## src/rtl/fetch_unit_if.sv

```systemverilog
// Instruction memory port used by the fetch stage: the fetch unit drives
// addr/req and the memory returns rdata alongside ready.
interface fetch_unit_if #(
  parameter int XLEN = 32
);
  logic [XLEN-1:0] mem_addr;
  logic            mem_req;
  logic            mem_ready;
  logic [XLEN-1:0] mem_rdata;

  modport master (output mem_addr, output mem_req, input mem_ready, input mem_rdata);
  modport slave  (input mem_addr, input mem_req, output mem_ready, output mem_rdata);
endinterface

```

## src/rtl/fetch_unit.sv

```systemverilog
// Fetch stage: owns PC and instruction register, one word per instruction.
// Optional FETCH_MISALIGN_CHECK_EN traps misaligned redirects into a sticky FAULT state.
module fetch_unit #(
  parameter int              XLEN     = 32,
  parameter logic [XLEN-1:0] RESET_PC = '0
) (
  input  logic             clk,
  input  logic             resetn,
  input  logic             pc_enable_i,
  input  logic             branch_taken_i,
  input  logic [XLEN-1:0]  branch_target_i,
  fetch_unit_if.master     mem,
  output logic [XLEN-1:0]  pc_o,
  output logic [XLEN-1:0]  instr_o,
  output logic [6:0]       opcode_o,
  output logic             instr_valid_o,
  output logic             stall_o,
  output logic             fetch_fault_o
);

  localparam logic [1:0] S_REQ   = 2'd0;
  localparam logic [1:0] S_HOLD  = 2'd1;
  localparam logic [1:0] S_FAULT = 2'd2;

  logic [1:0]      state_q, state_d;
  logic [XLEN-1:0] pc_q, pc_d;
  logic [XLEN-1:0] instr_q, instr_d;

  // Request is gated by resetn so a reset mid-fetch drops it in the same cycle.
  assign mem.mem_req  = resetn && (state_q == S_REQ);
  assign mem.mem_addr = pc_q;

  assign pc_o          = pc_q;
  assign instr_o       = instr_q;
  assign opcode_o      = instr_q[6:0];
  assign instr_valid_o = (state_q == S_HOLD);
  assign stall_o       = ~instr_valid_o;

`ifdef FETCH_MISALIGN_CHECK_EN
  logic fault_q, fault_d;
  assign fetch_fault_o = fault_q;
`else
  logic unused_tgt_lsb;
  assign unused_tgt_lsb = ^branch_target_i[1:0];
  assign fetch_fault_o  = 1'b0;
`endif

  always_comb begin
    state_d = state_q;
    pc_d    = pc_q;
    instr_d = instr_q;
`ifdef FETCH_MISALIGN_CHECK_EN
    fault_d = fault_q;
`endif
    case (state_q)
      S_REQ: begin
        if (mem.mem_ready) begin
          instr_d = mem.mem_rdata;
          state_d = S_HOLD;
        end
      end
      S_HOLD: begin
        if (pc_enable_i) begin
          state_d = S_REQ;
          if (branch_taken_i) begin
`ifdef FETCH_MISALIGN_CHECK_EN
            pc_d = branch_target_i;
            if (branch_target_i[1:0] != 2'b00) begin
              fault_d = 1'b1;
              state_d = S_FAULT;
            end
`else
            pc_d = {branch_target_i[XLEN-1:2], 2'b00};
`endif
          end else begin
            pc_d = pc_q + XLEN'(4);
          end
        end
      end
      default: ; // FAULT is terminal until reset
    endcase
  end

  always_ff @(posedge clk) begin
    if (!resetn) begin
      state_q <= S_REQ;
      pc_q    <= RESET_PC;
      instr_q <= '0;
`ifdef FETCH_MISALIGN_CHECK_EN
      fault_q <= 1'b0;
`endif
    end else begin
      state_q <= state_d;
      pc_q    <= pc_d;
      instr_q <= instr_d;
`ifdef FETCH_MISALIGN_CHECK_EN
      fault_q <= fault_d;
`endif
    end
  end

endmodule

```

## src/flat_wrapper.sv

```systemverilog
// flat-port wrapper written by rule: the top's interface ports become plain ports
module fetch_unit_flat 
#(
  parameter int              XLEN     = 32,
  parameter logic [XLEN-1:0] RESET_PC = '0
)
  (clk, resetn, pc_enable_i, branch_taken_i, branch_target_i, pc_o, instr_o, opcode_o, instr_valid_o, stall_o, fetch_fault_o, mem_mem_addr, mem_mem_req, mem_mem_ready, mem_mem_rdata);
  fetch_unit_if #(.XLEN(XLEN)) mem_i ();
  input  logic clk;
  input  logic resetn;
  input  logic pc_enable_i;
  input  logic branch_taken_i;
  input  logic [XLEN-1:0] branch_target_i;
  output logic [XLEN-1:0] pc_o;
  output logic [XLEN-1:0] instr_o;
  output logic [6:0] opcode_o;
  output logic instr_valid_o;
  output logic stall_o;
  output logic fetch_fault_o;
  output wire logic [$bits(mem_i.mem_addr)-1:0] mem_mem_addr;
  output wire logic [$bits(mem_i.mem_req)-1:0] mem_mem_req;
  input wire logic [$bits(mem_i.mem_ready)-1:0] mem_mem_ready;
  input wire logic [$bits(mem_i.mem_rdata)-1:0] mem_mem_rdata;
  assign mem_mem_addr = mem_i.mem_addr;
  assign mem_mem_req = mem_i.mem_req;
  assign mem_i.mem_ready = mem_mem_ready;
  assign mem_i.mem_rdata = mem_mem_rdata;
  fetch_unit #(.XLEN(XLEN), .RESET_PC(RESET_PC)) u_core (.clk(clk), .resetn(resetn), .pc_enable_i(pc_enable_i), .branch_taken_i(branch_taken_i), .branch_target_i(branch_target_i), .mem(mem_i), .pc_o(pc_o), .instr_o(instr_o), .opcode_o(opcode_o), .instr_valid_o(instr_valid_o), .stall_o(stall_o), .fetch_fault_o(fetch_fault_o));
endmodule
```

## config.mk

```make
export PLATFORM = sky130hd
export DESIGN_NAME = fetch_unit_flat
export DESIGN_NICKNAME = d
export VERILOG_FILES = /design/src/rtl/fetch_unit_if.sv /design/src/rtl/fetch_unit.sv /design/src/flat_wrapper.sv
export SDC_FILE = /design/constraint.sdc
export NUM_CORES = 1
export LEC_CHECK = 0
export CAP_MARGIN = 20
export CORE_MARGIN = 3
export CORE_UTILIZATION = 39
export CTS_CLUSTER_DIAMETER = 100
export DETAILED_ROUTE_END_ITERATION = 16
export PLACE_DENSITY = 0.8
export RECOVER_POWER = 100
export SLEW_MARGIN = 5
export SYNTH_ARGS = -nofsm -noshare
export SYNTH_HDL_FRONTEND = slang
export SYNTH_SLANG_ARGS = --single-unit
```

## constraint.sdc

```tcl
create_clock -name clk -period 2.4 [get_ports clk]
set_input_delay 0.36 -clock clk [delete_from_list [all_inputs] [get_ports clk]]
set_output_delay 0.36 -clock clk [all_outputs]
set_load 0.01 [all_outputs]
```

==> results.py, run 1 <==
metrics = {
    "layout": {
        "nNetsFinal": 620,
        "stdcell_area_um2": 5070,
        "layout_commonest_cell": "dlygate4sd3_1",
        "layout_common_cells": "dlygate4sd3_1 (103), nand2_1 (83), clkdlybuf4s50_1 (65), dfxtp_1 (63), o21ai_0 (40)",
        "drive_gt1_share_pct": 7.57,
        "diodes": 0,
        "areaGrowthSynthToFinish_pct": 54.9,
        "num-fill-cells": 667,
    },
    "timing": {
        "maxSlewViolCount": 0,
        "worstMarginPinSlew_ns": 0.663,
        "period_share_pct": 92.0,
        "rsz0062_at_grt": "no",
        "slew_headroom_pct": 55.8,
        "fin_setup_tns_ns": 0,
        "hold_viol_final": 0,
        "period_minus_slack_ns": 2.21,
        "clock-skew-final_ns": 0.00711,
        "timing.fmax_mhz": 453,
        "setup_viol": 0,
    },
    "clocking": {
        "clk_pin_slew_ns": 0.08,
        "cts_max_path_buffers": 2,
        "root_buffer": "clkbuf_8",
        "cts.sinks": 63,
        "hold_buffers": 0,
        "cts_resized": 0,
        "cts_made_buffers": 9,
        "post_cts_buffers": 0,
        "insertion_delay_ns": 0.34,
        "cts_tree": "done",
        "htree_levels": 3,
    },
    "critical_path": {
        "cp_max_fo": 10,
        "cp_data_arrival_time_ns": 1.85,
        "cp.required_ns": 2.04,
        "setup.worst_path.end_class": "output pin",
        "path_cells": "dlygate4sd3_1 -> nor2b_1 -> dlygate4sd3_1",
        "crit_type": "in2out",
        "cp_top_family": "buffers and inverters",
        "max_stage_delay_ns": 0.71,
        "cpMostUsedCell": "dlygate4sd3_1",
        "crit_path_start_kind": "input pin",
        "worstPathBufferInverterCount": 2,
        "slowest_stage": "dlygate4sd3_1",
    },
    "synthesis": {
        "synth_edf_count": 0,
        "synth.distinct_cells": 45,
        "syn_area_per_cell_um2": 7.88,
        "synthesis.area_um2": 3270,
        "ys_seq_area_share_pct": 38.5,
        "synthArstFlopShare_pct": 0,
        "synth_ff_type": "dfxtp_1",
        "ys_warn_count": 0,
        "synthCells": 415,
        "ys_seq_elements": 63,
    },
    "floorplanning": {
        "ios": 176,
        "initial_core_util_pct": 41.3,
        "die_h_um": 97.6,
        "die_area_um2": 9520,
        "die_width_um": 97.6,
        "rows": 32,
        "core-area_um2": 7930,
    },
    "drt": {
        "num_vias": 3370,
        "ant_nets": 0,
        "vias_per_cell": 5.13,
        "wire_per_inst_um": 14.6,
        "drt-initial-drc-count": 144,
        "dr.pass1.iters": 4,
        "totalWireLength_um": 9560,
        "drc_errors": 0,
    },
    "placed_design": {
        "portBuffers": 168,
        "finalWeightedCongestion": 0.821,
        "hpwl_um": 7250,
        "placed_area_um2": 4830,
    },
    "power_and_ir_drop": {
        "clkPwrFrac_pct": 42.1,
        "p_per_area_nw_per_um2": 528,
        "p_int_mw": 2.03,
        "power_frac_seq_pct": 42.3,
        "p_switching_mw": 0.651,
        "ir_drop_v": 0.000334,
        "power_mw": 2.68,
        "leakagePower_nw": 2.13,
        "combPwrFrac_pct": 15.6,
        "switching_share_pct": 24.3,
    },
    "grt": {
        "grt_pass1_wl_um": 15600,
        "grt.overflow.total": 0,
        "grt_max_degree": 34,
        "antenna_found_initial": 0,
        "track_usage_pct": 19.8,
        "grt_pass1_vias": 3175,
    },
    "worst_hold_path": {
        "holdCritPathClass": "reg2reg",
    },
    "flow_run": {
        "cap_violations": 0,
    },
    "run_status": {
        "status": "completed",
    },
}
[layer usage]
metal | track usage (%) | share of wire, % | wire (um) | vias to the layer above
li1 | - | - | - | 1671
met5 | 0 | 0 | 0 | -
met4 | 4.69 | 1.6 | 151 | 0
met1 | 24.1 | 42 | 4020 | 1552
met2 | 33.1 | 48 | 4570 | 132
met3 | 7.47 | 8.6 | 827 | 15
[synthesized netlist by cell type (all sizes together) (5+ instances only)]
library cell	instances	area, um2
clkbuf	18	67.6
o21ai	40	200
a21oi	18	90.1
nand2	83	312
nor3	11	55.1
nand3	9	57.6
a22oi	13	97.6
a21boi	33	248
nand4	10	62.6
and3	6	41.3
nor2	13	48.8
nor4	6	37.5
dfxtp	63	1260
xor2	5	43.8
nor2b	6	37.5
buf	48	349
[cells by family after synthesis]
group | share of synthesized area (%)
fa+ha+maj | 0.382
mux | 0.306
flops | 38.5
xor+xnor | 2.41
compound gates | 22.5
other cells | 0.115
simple gates | 22.7
buf+inv | 13.1
[flip-flops by register name, summed over array words and instances, names as in the netlist]
| signal | cells |
|---|---|
| u_core.mem.mem_addr | 30 |
| u_core.instr_o | 32 |
| u_core.state_q | 1 |
[cell type report]
cell class	count	area, um2	share of cell area [%]
clock buffer	9	124	2.44
timing repair buffer	186	1820	35.9
inverter	3	11.3	0.222
tap	102	128	2.52
sequential	63	1260	24.9
multi-input combinational	287	1600	31.7
clock inverter	7	120	2.37
[final timing paths]
path                                                        endpoint  cells after the start  slack, ns                                start
worst min register to register       u_core.instr_o[28]$_SDFFE_PN0P_                      2       0.46      u_core.instr_o[28]$_SDFFE_PN0P_
worst min-delay path                 u_core.instr_o[28]$_SDFFE_PN0P_                      2       0.46      u_core.instr_o[28]$_SDFFE_PN0P_
worst max register to register  u_core.mem.mem_addr[31]$_SDFFE_PN0P_                      5       0.33  u_core.mem.mem_addr[4]$_SDFFE_PN0P_
worst max-delay path                                     mem_mem_req                      3       0.19                               resetn
[power groups by stage]
stage / Sequential, mW / Clock [mW] / Combinational, mW
floorplan: 1.18 / 0 / 0.166
detailed placement: 1.16 / 0 / 0.448
global placement: 1.16 / 0 / 0.441
finish: 1.13 / 1.13 / 0.417
global route: 1.14 / 1.20 / 0.453
CTS: 1.14 / 1.15 / 0.451
[worst min-delay path: stages (launching register included)]
cell	delay [ns]
dfxtp_1	0.31
nand2_1	0.04
a21boi_0	0.06
[per-stage QoR]
stage,utilization (%),hold WS (ns),cells,setup WS [ns]
5_1_grt,63.9,0.482,657,0.114
6_report,63.9,0.459,657,0.192
3_5_place_dp,61.0,0.457,641,0.241
2_1_floorplan,-,0.470,419,0.301
3_3_place_gp,61.0,0.448,641,0.283
4_1_cts,64.0,0.468,657,0.309
Note: power is estimated with default switching activity, not from simulation.
==> inputs of run 2 (changes only) <==
- CORE_MARGIN: 3 -> 2
==> run 2 against run 1 <==
  * Combinational power about the same
  * Via count is 0.59% higher
  * Register-to-register slack worse by 0.06 ns
  * Global-route usage up 1.1 points
  * Sequential share of layout area grew 0.29 points
  * Highest routed layer unchanged
  * Total power down 8.0%
  * Core utilization down 2.7 points
==> results.py, run 2 (synthesis results as in run 1) <==
metrics = {
    "clocking": {
        "cts_made_buffers": 9,
        "cts_resized": 0,
        "clk_pin_slew_ns": 0.07,
        "htree_levels": 3,
        "cts_tree": "done",
        "cts_max_path_buffers": 2,
        "post_cts_buffers": 0,
        "insertion_delay_ns": 0.33,
        "hold_buffers": 0,
        "root_buffer": "clkbuf_8",
        "cts.sinks": 63,
    },
    "layout": {
        "stdcell_area_um2": 5010,
        "areaGrowthSynthToFinish_pct": 53.1,
        "layout_common_cells": "dlygate4sd3_1 (103), nand2_1 (83), clkdlybuf4s50_1 (65), dfxtp_1 (63), o21ai_0 (40)",
        "layout_commonest_cell": "dlygate4sd3_1",
        "num-fill-cells": 720,
        "nNetsFinal": 620,
        "largest_reg_flops": 32,
        "drive_gt1_share_pct": 6.49,
        "finalNonFillerCells": 660,
        "diodes": 0,
    },
    "worst_hold_path": {
        "hold_depth": 2,
        "whs_endpoint": "u_core.instr_o[7]$_SDFFE_PN0P_",
        "holdCritPathClass": "reg2reg",
        "hp-start": "u_core.instr_o[7]$_SDFFE_PN0P_",
    },
    "timing": {
        "timing.fmax_mhz": 469,
        "hold_viol_final": 0,
        "worstMarginPinSlew_ns": 0.704,
        "setup_viol": 0,
        "period_share_pct": 88.8,
        "setup_slack_ns": 0.269,
        "slew_headroom_pct": 53.1,
        "clock-skew-final_ns": 0.0105,
        "rsz0062_at_grt": "no",
        "fin_setup_tns_ns": 0,
        "period_minus_slack_ns": 2.13,
        "maxSlewViolCount": 0,
    },
    "critical_path": {
        "reg2reg_slack_ns": 0.27,
        "cp_data_arrival_time_ns": 2.41,
        "crit_path_start_kind": "flop",
        "crit_type": "reg2reg",
        "setup.worst_path.end_class": "flop",
        "reg2reg_to": "u_core.mem.mem_addr[31]$_SDFFE_PN0P_",
        "cp_max_fo": 8,
        "cp.required_ns": 2.68,
        "r2r_start": "u_core.mem.mem_addr[5]$_SDFFE_PN0P_",
        "worst_r2r_path_depth": 5,
    },
    "power_and_ir_drop": {
        "power_mw": 2.46,
        "p_per_area_nw_per_um2": 491,
        "leakagePower_nw": 2.10,
        "ir_drop_v": 0.000310,
    },
    "grt": {
        "grt.overflow.total": 0,
        "antenna_found_initial": 0,
        "track_usage_pct": 20.9,
        "grt_pass1_vias": 3175,
        "grt_max_degree": 33,
        "grt_pass1_wl_um": 15000,
    },
    "drt": {
        "drc_errors": 0,
        "ant_nets": 0,
        "drt-initial-drc-count": 186,
        "dr.pass1.iters": 4,
        "totalWireLength_um": 9390,
        "num_vias": 3390,
        "wire_per_inst_um": 14.2,
        "vias_per_cell": 5.14,
    },
    "placed_design": {
        "preCtsSetupSlack_ns": 0.313,
        "portBuffers": 168,
        "placed_area_um2": 4840,
        "placed_cells": 644,
        "hpwl_um": 7080,
        "finalWeightedCongestion": 0.830,
    },
    "floorplanning": {
        "die_area_um2": 9140,
        "die_width_um": 95.6,
        "die_h_um": 95.6,
        "ios": 176,
        "initial_core_util_pct": 40.0,
        "core-area_um2": 8180,
        "rows": 33,
    },
    "run_status": {
        "status": "completed",
    },
    "flow_run": {
        "cap_violations": 0,
    },
}
run 2: where the power goes:
group | total [mW] | switching (mW) | leakage, nW | internal [mW]
logic | 0.420 | 0.181 | 1.49 | 0.239
registers | 1.13 | 0.0377 | 0.514 | 1.09
clock network | 0.909 | 0.401 | 0.0936 | 0.508
run 2: cell type report:
class	count	area (um2)	area share [%]
sequential	63	1260	25.2
clock buffer	13	149	2.97
clock inverter	3	42.5	0.849
multi-input combinational	287	1590	31.8
inverter	3	11.3	0.225
tap	105	131	2.62
timing repair buffer	186	1820	36.3
run 2: worst max-delay path by stage:
stage / start / cells after the start / endpoint / slack (ns)
after global routing: resetn / 5 / u_core.mem.mem_addr[6]$_SDFFE_PN0P_ / 0.13
after CTS: resetn / 3 / mem_mem_req / 0.31
after detailed placement: resetn / 3 / mem_mem_req / 0.31
final: u_core.mem.mem_addr[5]$_SDFFE_PN0P_ / 5 / u_core.mem.mem_addr[31]$_SDFFE_PN0P_ / 0.27
after global placement: resetn / 3 / mem_mem_req / 0.32
after floorplan: u_core.mem.mem_addr[2]$_SDFFE_PN0P_ / 6 / u_core.mem.mem_addr[26]$_SDFFE_PN0P_ / 0.30
run 2: stage by stage:
stage / utilization (%) / hold slack, ns
after floorplan: - / 0.470
after global placement: 59.2 / 0.448
after detailed placement: 59.2 / 0.460
after CTS: 61.5 / 0.469
after global routing: 61.3 / 0.489
final: 61.3 / 0.462
run 2: per-layer routing:
metal,wire (um),vias to the layer above,global-route usage [%]
met5,0,-,0
met4,76,0,5.95
met3,935,8,7.98
met2,4580,135,35.1
met1,3790,1568,24.7
li1,-,1679,-
run 2: worst max-delay path, cell delays in order, from the launching register on:
cell and delay [ns]:
dfxtp_1 0.42, and4_1 0.33, nand3_4 0.15, or4_1 0.60
or4b_1 0.52, nand3_1 0.07
